**src/rtl/i2c_target.sv**
```systemverilog
`timescale 1ns/1ps
// i2c_target: I2C target (slave) register-port responder.
// Decodes START/STOP, device address, register pointer and data bytes from an
// oversampled SCL/SDA pair; issues register write strobes and serves reads.
// Optional build macro: I2C_TARGET_AUTOINC_EN -- pointer auto-increments after
// each written byte and each ACKed read byte; otherwise only a REG byte moves it.
// Ports:
//   CLK, RST_N      system clock (>= 16x SCL), async active-low reset
//   SCL_IN, SDA_IN  asynchronous bus inputs
//   SDA_OE          1 = pull SDA low
//   wr_en/addr/data one-cycle register write strobe with address and data
//   rd_addr/rd_data register pointer out, register contents in (1 CLK latency)
//   busy            addressed transaction in progress (matched START to STOP)
module i2c_target #(
  parameter logic [6:0]  DEV_ADDR    = 7'h39,
  parameter int unsigned SYNC_STAGES = 2
) (
  input  logic       CLK,
  input  logic       RST_N,
  input  logic       SCL_IN,
  input  logic       SDA_IN,
  output logic       SDA_OE,
  output logic       wr_en,
  output logic [7:0] wr_addr,
  output logic [7:0] wr_data,
  output logic [7:0] rd_addr,
  input  logic [7:0] rd_data,
  output logic       busy
);

  typedef enum logic [3:0] {
    IDLE, ADDR, IGNORE, ADDR_ACK, REG, REG_ACK,
    WDATA, WDATA_ACK, RDATA, RDATA_ACK
  } state_t;

  logic [SYNC_STAGES-1:0] scl_sync, sda_sync;
  logic                   scl_prev, sda_prev;
  logic                   scl_s, sda_s;
  logic                   scl_rise, scl_fall, start_det, stop_det;
  logic [7:0]             byte_in;

  state_t     state;
  logic [3:0] cnt;
  logic [7:0] shift;
  logic [7:0] ptr;
  logic       rw;
  logic       ack_phase;

  // Synchronizers plus one history flop; reset to the idle-bus level.
  always_ff @(posedge CLK or negedge RST_N) begin
    if (!RST_N) begin
      scl_sync <= '1;
      sda_sync <= '1;
      scl_prev <= 1'b1;
      sda_prev <= 1'b1;
    end else begin
      scl_sync <= {scl_sync[SYNC_STAGES-2:0], SCL_IN};
      sda_sync <= {sda_sync[SYNC_STAGES-2:0], SDA_IN};
      scl_prev <= scl_s;
      sda_prev <= sda_s;
    end
  end

  assign scl_s     = scl_sync[SYNC_STAGES-1];
  assign sda_s     = sda_sync[SYNC_STAGES-1];
  assign scl_rise  = scl_s & ~scl_prev;
  assign scl_fall  = ~scl_s & scl_prev;
  // SCL must be high on both sides of the SDA edge to qualify as START/STOP.
  assign start_det = scl_s & scl_prev & sda_prev & ~sda_s;
  assign stop_det  = scl_s & scl_prev & ~sda_prev & sda_s;
  assign byte_in   = {shift[6:0], sda_s};
  assign rd_addr   = ptr;

  // Protocol FSM with registered outputs.
  always_ff @(posedge CLK or negedge RST_N) begin
    if (!RST_N) begin
      state     <= IDLE;
      cnt       <= 4'd0;
      shift     <= 8'd0;
      ptr       <= 8'd0;
      rw        <= 1'b0;
      ack_phase <= 1'b0;
      SDA_OE    <= 1'b0;
      wr_en     <= 1'b0;
      wr_addr   <= 8'd0;
      wr_data   <= 8'd0;
      busy      <= 1'b0;
    end else begin
      wr_en <= 1'b0;
      if (start_det) begin
        // SDA cannot fall while we hold it, so OE is already 0 here.
        state     <= ADDR;
        cnt       <= 4'd0;
        ack_phase <= 1'b0;
        SDA_OE    <= 1'b0;
      end else if (stop_det) begin
        state     <= IDLE;
        ack_phase <= 1'b0;
        SDA_OE    <= 1'b0;
        busy      <= 1'b0;
      end else begin
        case (state)
          IDLE, IGNORE: ;
          ADDR: if (scl_rise) begin
            shift <= byte_in;
            cnt   <= cnt + 4'd1;
            if (cnt == 4'd7) begin
              cnt <= 4'd0;
              rw  <= sda_s;
              if (byte_in[7:1] == DEV_ADDR) begin
                state <= ADDR_ACK;
                busy  <= 1'b1;
              end else begin
                state <= IGNORE;
              end
            end
          end
          REG: if (scl_rise) begin
            shift <= byte_in;
            cnt   <= cnt + 4'd1;
            if (cnt == 4'd7) begin
              cnt   <= 4'd0;
              ptr   <= byte_in;
              state <= REG_ACK;
            end
          end
          WDATA: if (scl_rise) begin
            shift <= byte_in;
            cnt   <= cnt + 4'd1;
            if (cnt == 4'd7) begin
              cnt     <= 4'd0;
              wr_en   <= 1'b1;
              wr_addr <= ptr;
              wr_data <= byte_in;
`ifdef I2C_TARGET_AUTOINC_EN
              ptr     <= ptr + 8'd1;
`endif
              state   <= WDATA_ACK;
            end
          end
          // First fall drives the ACK, second fall releases it and moves on.
          ADDR_ACK, REG_ACK, WDATA_ACK: if (scl_fall) begin
            if (!ack_phase) begin
              SDA_OE    <= 1'b1;
              ack_phase <= 1'b1;
            end else begin
              ack_phase <= 1'b0;
              cnt       <= 4'd0;
              if (state == ADDR_ACK && rw) begin
                shift  <= {rd_data[6:0], 1'b0};
                SDA_OE <= ~rd_data[7];
                state  <= RDATA;
              end else begin
                SDA_OE <= 1'b0;
                state  <= (state == ADDR_ACK) ? REG : WDATA;
              end
            end
          end
          // cnt counts bits already clocked out; shift[7] is the next bit.
          RDATA: if (scl_rise) begin
            cnt <= cnt + 4'd1;
          end else if (scl_fall) begin
            if (cnt == 4'd8) begin
              cnt    <= 4'd0;
              SDA_OE <= 1'b0;
              state  <= RDATA_ACK;
            end else begin
              SDA_OE <= ~shift[7];
              shift  <= {shift[6:0], 1'b0};
            end
          end
          // ack_phase marks an ACK seen; the reload waits for the next fall.
          RDATA_ACK: if (scl_rise) begin
            if (sda_s) begin
              state <= IGNORE;
            end else begin
              ack_phase <= 1'b1;
`ifdef I2C_TARGET_AUTOINC_EN
              ptr       <= ptr + 8'd1;
`endif
            end
          end else if (scl_fall && ack_phase) begin
            ack_phase <= 1'b0;
            cnt       <= 4'd0;
            shift     <= {rd_data[6:0], 1'b0};
            SDA_OE    <= ~rd_data[7];
            state     <= RDATA;
          end
          default: state <= IDLE;
        endcase
      end
    end
  end

endmodule

```
**config.mk**
```make
export PLATFORM = sky130hd
export DESIGN_NAME = i2c_target
export DESIGN_NICKNAME = d
export VERILOG_FILES = /design/src/rtl/i2c_target.sv
export SDC_FILE = /design/constraint.sdc
export NUM_CORES = 1
export LEC_CHECK = 0
export ABC_CLOCK_PERIOD_IN_PS = 2000
export BUFFER_PORTS_ARGS = -buffer_cell sky130_fd_sc_hd__buf_2
export CORE_UTILIZATION = 51
export DETAILED_ROUTE_END_ITERATION = 6
export GPL_ROUTABILITY_DRIVEN = 0
export GPL_TIMING_DRIVEN = 0
export PLACE_DENSITY = 0.83
export SLEW_MARGIN = 20
export SYNTH_ARGS = -nofsm -noshare
export SYNTH_HDL_FRONTEND = slang
export SYNTH_SLANG_ARGS = --single-unit
export TNS_END_PERCENT = 30
```
**constraint.sdc**
```tcl
create_clock -name CLK -period 2 [get_ports CLK]
set_input_delay 0.3 -clock CLK [delete_from_list [all_inputs] [get_ports CLK]]
set_output_delay 0.3 -clock CLK [all_outputs]
set_load 0.02 [all_outputs]
```
==> results of run 1 <==
## power by group through the flow
| stage | registers, mW | clock network (mW) | logic [mW] |
|---|---|---|---|
| detailed placement | 1.43 | 0 | 1.61 |
| global placement | 1.43 | 0 | 1.56 |
| finish | 1.45 | 0.657 | 2.14 |
| global route | 1.47 | 0.703 | 2.28 |
| floorplan | 1.39 | 0 | 1.29 |
| CTS | 1.42 | 0.656 | 1.91 |
## cell usage in the layout (no fill, tap or decap), drive strengths merged, types with 2 or more instances in the layout
cell    count
a21boi      2
a21oi      11
a31oi       2
a32o        2
buf        61
clkbuf     10
dfrtp      45
dfstp       6
ha          5
inv         9
mux2       42
nand2      15
nand2b      6
nand3       6
nand3b      3
nand4b      2
nor2       11
nor2b       6
nor3       11
nor4        2
nor4b       3
o211ai      2
o21a        2
o21ai      10
o32ai       2
or3b        2
## metal layers
| metal | global-route usage | wire length [microns] | up-vias |
|---|---|---|---|
| li1 | - | - | 988 |
| met1 | 0.333 | 2820 | 1082 |
| met2 | 0.406 | 3520 | 126 |
| met3 | 0.0469 | 457 | 26 |
| met4 | 0.105 | 211 | 0 |
| met5 | 0 | 0 | - |
## final timing paths
kind / to / slack, ns / from / depth (start not counted)
max in group asynchronous: wr_data[6] / 1.58 / RST_N / 1
worst min-delay path: rd_addr[1] / 0.01 / RST_N / 1
worst max register to register: state[1] / -0.25 / state[3] / 6
min in group CLK: sda_sync[0] / 0.09 / SDA_IN / 1
worst max-delay path: state[1] / -0.25 / state[3] / 6
worst min register to register: scl_sync[1] / 0.36 / scl_sync[0] / 0
## logic make-up (layout without fill, tap and decap cells)
family | after synthesis | in the layout | synth area share
AO/OA/AOI/OAI | 44 | 44 | 0.113
XOR/XNOR | 1 | 1 | 0.00324
adder cells (fa/ha/maj) | 5 | 5 | 0.0231
buffers and inverters | 22 | 81 | 0.0402
flip-flops | 51 | 51 | 0.474
multiplexers | 43 | 43 | 0.178
AND/OR/NAND/NOR | 73 | 73 | 0.168
## layout make-up
type	count	area share
multi-input cells	166	0.434
well taps	70	0.0261
repair buffers	52	0.0922
plain buffers	12	0.0217
clock buffers	7	0.0288
inverters	9	0.0116
clock inverters	1	0.00224
flip-flops and latches	51	0.383
## sequential cells by signal (all words and copies together) (netlist names)
| name | count |
|---|---|
| rd_addr | 8 |
| shift | 8 |
| wr_addr | 8 |
| wr_data | 8 |
| cnt | 4 |
| state | 4 |
| scl_sync | 2 |
| sda_sync | 2 |
| SDA_OE | 1 |
| ack_phase | 1 |
| busy | 1 |
| rw | 1 |
| scl_prev | 1 |
| sda_prev | 1 |
| wr_en | 1 |
## stage by stage
step | TNS, ns | instance area [sq um] | util | hold slack [ns]
2_1_floorplan | -0.117 | 2720 | - | 0.00441
6_report | -2.60 | 3350 | 0.656 | 0.0109
4_1_cts | -2.32 | 3240 | 0.635 | 0.0893
3_3_place_gp | -6.19 | 3000 | 0.586 | 0.346
5_1_grt | -4.75 | 3350 | 0.656 | 0.0619
3_5_place_dp | -6.75 | 3000 | 0.586 | 0.349
## repair_timing
action,4_1_cts,5_1_grt
resized for setup,26,18
setup buffers,7,7
gates cloned,0,0
setup endpoints to repair,35,43
pin swaps,9,10
hold buffers,0,0
## critical path, cell delays in order (launching register included)
cell	delay, ns
dfrtp_1	0.44
buf_2	0.22
buf_2	0.21
o41ai_1	0.45
nand4_1	0.29
nand2_2	0.19
mux2_2	0.35
==> run_results.csv, run 1 <==
group,metric,value,unit
route,avgRoutedWirePerCell,19.0,microns
power_and_ir_drop,p_seq_frac,0.341,
timing,setup_violations,22,
grt,grt_pass1_wl,10500,microns
power_and_ir_drop,powerDensity,1270,nW/um^2
cts,h-tree-depth,2,
min_path,hp-class,"in2async",
layout,final_cells,368,
power_and_ir_drop,power_switching,1.68,mW
power_and_ir_drop,power,4.25,mW
die,die_x,74.8,microns
die,row_count,26,
logic_synthesis,ys_warn_count,0,
worst_setup_path,endpoint_kind,"flop",
cts,insertion_delay,0.30,ns
logic_synthesis,synthCells,239,
timing,drv_slew,0,
power_and_ir_drop,power_frac_comb,0.504,
cts,root_buffer,"clkbuf_8",
logic_synthesis,netlist_area,2710,sq um
route,drtIter0Drc,267,
timing,fmax,0.444,GHz
cts,path_clk_slew,0.10,ns
logic_synthesis,yosys_register_bits,51,
place,dp_slack,-0.292,ns
cts,cts_tree,"done",
outcome,violations,"negative setup slack",
timing,period_share,1.13,
grt,grt_max_degree,52,
layout,drive_above_1_share,0.480,
route,vias_per_cell,6.04,
cts,cts_buffers,5,
die,fp.dieH,74.8,microns
job,drv_cap,0,
cts,cts_buffer_depth,2,
route,vias,2222,
layout,fin_nets,314,
logic_synthesis,synthMostInstantiatedCell,"dfrtp_1",
timing,timing.slew.headroom,0.587,
logic_synthesis,async_flop_share,1.00,
logic_synthesis,synth_edf_count,0,
worst_setup_path,worstPathArrival,2.44,ns
logic_synthesis,syn-num-nets,256,
logic_synthesis,yosysSeqAreaShare,0.474,
power_and_ir_drop,switching_share,0.395,
route,drc,0,
layout,num-fill-cells,351,
cts,clock-sinks,51,
place,dpl.cell_count,347,
grt,grt_usage,0.251,
power_and_ir_drop,cellInternalPower,2.57,mW
power_and_ir_drop,irDropWorstVdd,766,uV
worst_setup_path,worstSetupPathType,"reg2reg",
timing,rsz0062_at_grt,"yes",
layout,multi_input_area,1460,sq um
logic_synthesis,synthDistinctLibCells,56,
logic_synthesis,synth.avg_cell_area,11.3,sq um
place,dp_hpwl,4070,microns
timing,timing.final.crit_period,2.25,ns
grt,grt.overflow.total,0,
layout,n_antenna_cell,0,
grt,antenna_found_initial,0,
logic_synthesis,synthTopCellsByArea,"dfrtp_1 (42%), mux2_2 (15%), dfstp_2 (5.8%), ha_1 (2.3%), mux2_1 (2.1%)",
route,ant_nets,0,
route,first_pass_iters,5,
die,initial_core_util,0.530,
outcome,status,"finished with violations",
power_and_ir_drop,p_leak,1.62,nW
place,port_buffers,38,
logic_synthesis,synth_area_leader_cell,"dfrtp_1",
worst_setup_path,crit_fanout,10,
timing,setup_slack,-0.253,ns
grt,grt_pass1_vias,2108,
logic_synthesis,synth_common_cells,"dfrtp_1 (45), mux2_2 (37), nand2_1 (15)",
timing,hold_violations,0,
layout,seq_area,1280,sq um
die,dieArea,5600,sq um
logic_synthesis,synth_top_area_frac,0.416,
timing,skew,0.00866,ns
worst_setup_path,required,2.19,ns
worst_setup_path,worst_setup_path_start_kind,"flop",
timing,worst_slew_pin_slew,0.619,ns
logic_synthesis,synth_flop_cell,"dfrtp_1",
die,ios,39,
layout,syn_to_final_growth,23.8,%
power_and_ir_drop,p_clk_frac,0.155,
die,core-area,5110,sq um
route,wl,7010,microns
Note: power is estimated with default switching activity, not from simulation.
==> run 2: changes to the inputs <==
Settings changed: CORE_UTILIZATION 51 to 43, PLACE_DENSITY 0.83 to 0.73.
==> run_results.csv, run 2 (synthesis gave the netlist of run 1 again) <==
group,metric,value,unit
die,fp.dieH,81.3,microns
timing,timing.final.crit_period,2.19,ns
grt,grt.overflow.total,0,
worst_setup_path,crit_fanout,7,
power_and_ir_drop,p_leak,1.60,nW
grt,grt_pass1_vias,1977,
outcome,status,"finished with violations",
layout,final_area,3320,sq um
die,core-area,5990,sq um
die,die_x,81.3,microns
power_and_ir_drop,p_clk_frac,0.151,
worst_setup_path,worstPathArrival,2.38,ns
worst_setup_path,required,2.19,ns
timing,hold_violations,0,
power_and_ir_drop,powerDensity,1230,nW/um^2
place,dp_hpwl,4050,microns
die,dieArea,6620,sq um
route,first_pass_iters,4,
job,drv_cap,0,
route,drtIter0Drc,265,
layout,final_util,0.554,
cts,clock-sinks,51,
power_and_ir_drop,cellInternalPower,2.53,mW
timing,timing.slew.headroom,0.574,
cts,cts_buffers,5,
die,row_count,28,
cts,root_buffer,"clkbuf_8",
power_and_ir_drop,irDropWorstVdd,826,uV
worst_setup_path,worstSetupPathType,"reg2reg",
timing,setup_slack,-0.190,ns
cts,h-tree-depth,2,
power_and_ir_drop,switching_share,0.378,
layout,fin_nets,310,
layout,layout_commonest_cell,"dfrtp_1",
worst_setup_path,worst_setup_path_start_kind,"flop",
route,drc,0,
route,vias_per_cell,5.82,
power_and_ir_drop,power_frac_comb,0.499,
place,port_buffers,38,
grt,grt_max_degree,52,
layout,num-fill-cells,493,
power_and_ir_drop,power_switching,1.54,mW
power_and_ir_drop,p_seq_frac,0.350,
layout,n_antenna_cell,0,
worst_setup_path,r2r_start,"scl_prev",
timing,period_share,1.10,
timing,skew,0.00451,ns
min_path,hp-class,"in2async",
worst_setup_path,timing.rr.end,"state[0]",
route,vias,2140,
outcome,violations,"negative setup slack",
grt,antenna_found_initial,0,
layout,syn_to_final_growth,22.6,%
timing,drv_slew,0,
timing,fin_hold_ws,0.00317,ns
grt,grt_pass1_wl,9540,microns
worst_setup_path,reg2reg_depth,9,
layout,mostFrequentLayoutCells,"dfrtp_1 (45), buf_2 (41), mux2_2 (28)",
die,initial_core_util,0.452,
worst_setup_path,r2r_slack,-0.19,ns
cts,insertion_delay,0.30,ns
cts,ctsHoldBuffers,0,
timing,fmax,0.457,GHz
timing,setup_tns,-2.15,ns
place,dpl_cell_area,3000,sq um
route,ant_nets,0,
timing,rsz0062_at_grt,"yes",
cts,cts_buffer_depth,2,
cts,path_clk_slew,0.09,ns
route,wl,6040,microns
route,avgRoutedWirePerCell,16.4,microns
layout,drive_above_1_share,0.468,
timing,setup_violations,24,
worst_setup_path,endpoint_kind,"flop",
grt,grt_usage,0.191,
cts,cts_tree,"done",
timing,worst_slew_pin_slew,0.635,ns
die,ios,39,
[run 2: cell types whose count changed in the layout (fill, tap and decap cells not counted), moves of 2 or more]
cell      change
buf_4         -4
nand2_2       +2
buf_6         -3
clkbuf_4      +2
[run 2: cell type report]
cell class / instances / area (sq um) / area share
plain buffers: 13 / 90.1 / 0.0272
clock buffers: 6 / 82.6 / 0.0249
clock inverters: 1 / 8.76 / 0.00264
inverters: 9 / 36.3 / 0.0109
multi-input cells: 166 / 1450 / 0.437
flip-flops and latches: 51 / 1280 / 0.387
well taps: 75 / 93.8 / 0.0283
repair buffers: 47 / 273 / 0.0822
[run 2: critical path: stages, from the launching register on]
cell     delay (ns)
dfstp_2        0.58
inv_2          0.05
ha_4           0.15
buf_8          0.14
nor2b_4        0.13
o22ai_1        0.09
a32o_2         0.29
o21ai_2        0.21
nand2_2        0.13
o32a_1         0.31
[run 2: repair_timing]
action | in CTS | in global routing
hold endpoints to repair | 0 | 0
cloned | 0 | 0
resized for setup | 16 | 24
pin swaps | 6 | 8
buffers inserted | 5 | 4
endpoints found under the setup margin | 40 | 36
[run 2: how the worst max path moves through the flow]
| stage | startpoint | end | slack [ns] | cells after the start |
|---|---|---|---|---|
| 3_3_place_gp | scl_prev | cnt[3] | -0.23 | 9 |
| 2_1_floorplan | scl_prev | shift[0] | -0.01 | 8 |
| 4_1_cts | scl_sync[1] | shift[5] | -0.15 | 8 |
| 6_report | scl_prev | state[0] | -0.19 | 9 |
| 3_5_place_dp | scl_prev | cnt[3] | -0.29 | 9 |
| 5_1_grt | scl_prev | state[1] | -0.24 | 9 |
[run 2: through the flow]
step,worst slack (ns),power [mW],instances
2_1_floorplan,-0.0147,2.68,239
3_3_place_gp,-0.227,3.00,352
3_5_place_dp,-0.289,3.03,352
4_1_cts,-0.151,3.84,364
5_1_grt,-0.244,4.28,368
6_report,-0.190,4.07,368
[run 2: per-layer routing]
metal  vias to the layer above  part of all wire  GRT usage
met5                         -                 0          0
met4                         0             0.025     0.0607
met3                        22             0.065     0.0393
met2                       102              0.49      0.306
met1                      1038              0.42      0.258
li1                        978                 -          -
[run 2: power by group through the flow]
| stage | Clock [mW] | Combinational (mW) | Sequential [mW] |
|---|---|---|---|
| 2_1_floorplan | 0 | 1.29 | 1.39 |
| 3_3_place_gp | 0 | 1.58 | 1.42 |
| 3_5_place_dp | 0 | 1.60 | 1.43 |
| 4_1_cts | 0.628 | 1.80 | 1.42 |
| 5_1_grt | 0.660 | 2.17 | 1.45 |
| 6_report | 0.613 | 2.03 | 1.42 |
==> run 3: changes to the inputs <==
==> constraint.sdc (replaced) <==
create_clock -name CLK -period 2 [get_ports CLK]
set_input_delay 0.2 -clock CLK [delete_from_list [all_inputs] [get_ports CLK]]
set_output_delay 0.2 -clock CLK [all_outputs]
set_load 0.02 [all_outputs]
==> run_results.csv, run 3 (synthesis gave the netlist of run 1 again) <==
group,metric,value,unit
grt,grt_usage,0.192,
layout,n_antenna_cell,0,
route,vias_per_cell,5.78,
layout,syn_to_final_growth,23.7,%
worst_setup_path,worstSetupPathType,"reg2reg",
route,first_pass_iters,4,
timing,worst_slew_pin_slew,0.635,ns
cts,cts_tree,"done",
timing,fin_hold_ws,0.251,ns
cts,insertion_delay,0.30,ns
layout,final_util,0.559,
timing,setup_violations,24,
power_and_ir_drop,p_leak,1.61,nW
die,ios,39,
grt,grt_pass1_wl,9560,microns
min_path,hp-class,"in2reg",
outcome,violations,"negative setup slack",
route,ant_nets,0,
grt,antenna_found_initial,0,
route,avgRoutedWirePerCell,16.4,microns
timing,timing.slew.headroom,0.574,
timing,timing.final.crit_period,2.21,ns
worst_setup_path,slowest_delay,0.58,ns
die,row_count,28,
worst_setup_path,worstPathArrival,2.40,ns
timing,skew,0.00459,ns
timing,rsz0062_at_grt,"yes",
cts,root_buffer,"clkbuf_8",
die,fp.dieH,81.3,microns
layout,layout_commonest_cell,"dfrtp_1",
route,drc,0,
worst_setup_path,r2r_slack,-0.21,ns
worst_setup_path,worst_setup_path_start_kind,"flop",
job,drv_cap,0,
layout,mostFrequentLayoutCells,"dfrtp_1 (45), buf_2 (41), mux2_2 (28)",
timing,setup_slack,-0.208,ns
cts,clock-sinks,51,
worst_setup_path,critPathSlowestCell,"dfstp_2",
place,dp_slack,-0.289,ns
timing,period_share,1.10,
cts,path_clk_slew,0.09,ns
place,dpl_cell_area,3000,sq um
power_and_ir_drop,irDropWorstVdd,826,uV
die,die_x,81.3,microns
place,port_buffers,38,
worst_setup_path,crit_fanout,7,
timing,hold_violations,0,
cts,cts_buffers,5,
worst_setup_path,endpoint_kind,"flop",
grt,grt.overflow.total,0,
place,dp_hpwl,4050,microns
worst_setup_path,required,2.19,ns
power_and_ir_drop,powerDensity,1220,nW/um^2
die,initial_core_util,0.452,
timing,drv_slew,0,
timing,fmax,0.453,GHz
cts,h-tree-depth,2,
worst_setup_path,crit_chain,"inv_2, ha_4, buf_8, nor2b_4, o22ai_1, a32o_2, o21ai_2, nand2_2, o32a_1",
outcome,status,"finished with violations",
cts,cts_buffer_depth,2,
route,drtIter0Drc,307,
die,core-area,5990,sq um
grt,grt_pass1_vias,1983,
layout,fin_nets,313,
power_and_ir_drop,power,4.08,mW
grt,grt_max_degree,52,
route,vias,2144,
layout,final_area,3350,sq um
route,wl,6100,microns
layout,drive_above_1_share,0.463,
die,dieArea,6620,sq um
layout,num-fill-cells,491,
==> run 3: cell count changes in the layout (fill, tap and decap cells not counted), sizes merged <==
cell	change
dlygate4sd3	+3
==> run 3: report_power, final <==
group	switching, mW	internal [mW]
sequential	0.197	1.23
combinational	1.01	1.03
clock	0.335	0.279
==> run 3: cell type report <==
type	count	area, sq um	share of cell area
clock inverters	1	8.76	0.00262
well taps	75	93.8	0.0280
plain buffers	13	90.1	0.0269
inverters	9	36.3	0.0108
clock buffers	6	82.6	0.0247
flip-flops and latches	51	1280	0.384
repair buffers	50	303	0.0905
multi-input cells	166	1450	0.433
==> run 3: critical path, delay by kind of cell, from the launching register on <==
family                   cells  cell delay, ns
AO/OA/AOI/OAI                4            0.91
adder cells (fa/ha/maj)      1            0.15
buffers and inverters        2            0.19
flip-flops                   1            0.58
AND/OR/NAND/NOR              2            0.26
==> run 3: per-layer routing <==
layer	part of all wire	global-route usage	wire, microns
met2	0.48	0.308	2950
met4	0.024	0.0607	148
met3	0.065	0.0393	397
met1	0.43	0.258	2600
met5	0	0	0
==> run 3: path summary, 6_finish.rpt <==
| check | to | start | cells after the start |
|---|---|---|---|
| max reg2reg | state[0] | scl_prev | 9 |
| max in group asynchronous | wr_addr[5] | RST_N | 2 |
| min reg2reg | sda_sync[1] | sda_sync[0] | 0 |
| min | shift[4] | rd_data[3] | 3 |
| max | state[0] | scl_prev | 9 |
| min in group asynchronous | rw | RST_N | 2 |
==> run 3: per-stage QoR <==
stage	TNS (ns)	std cells
after floorplan	-0.117	239
after global placement	-5.70	352
after detailed placement	-6.70	352
after CTS	-2.40	366
after global routing	-4.46	371
final	-2.19	371
==> run 3: timing repair <==
item,4_1_cts,5_1_grt
hold buffers,2,1
pin swaps,6,8
endpoints found under the hold margin,2,45
endpoints found under the setup margin,40,36
setup buffers,5,4
resized for setup,16,24
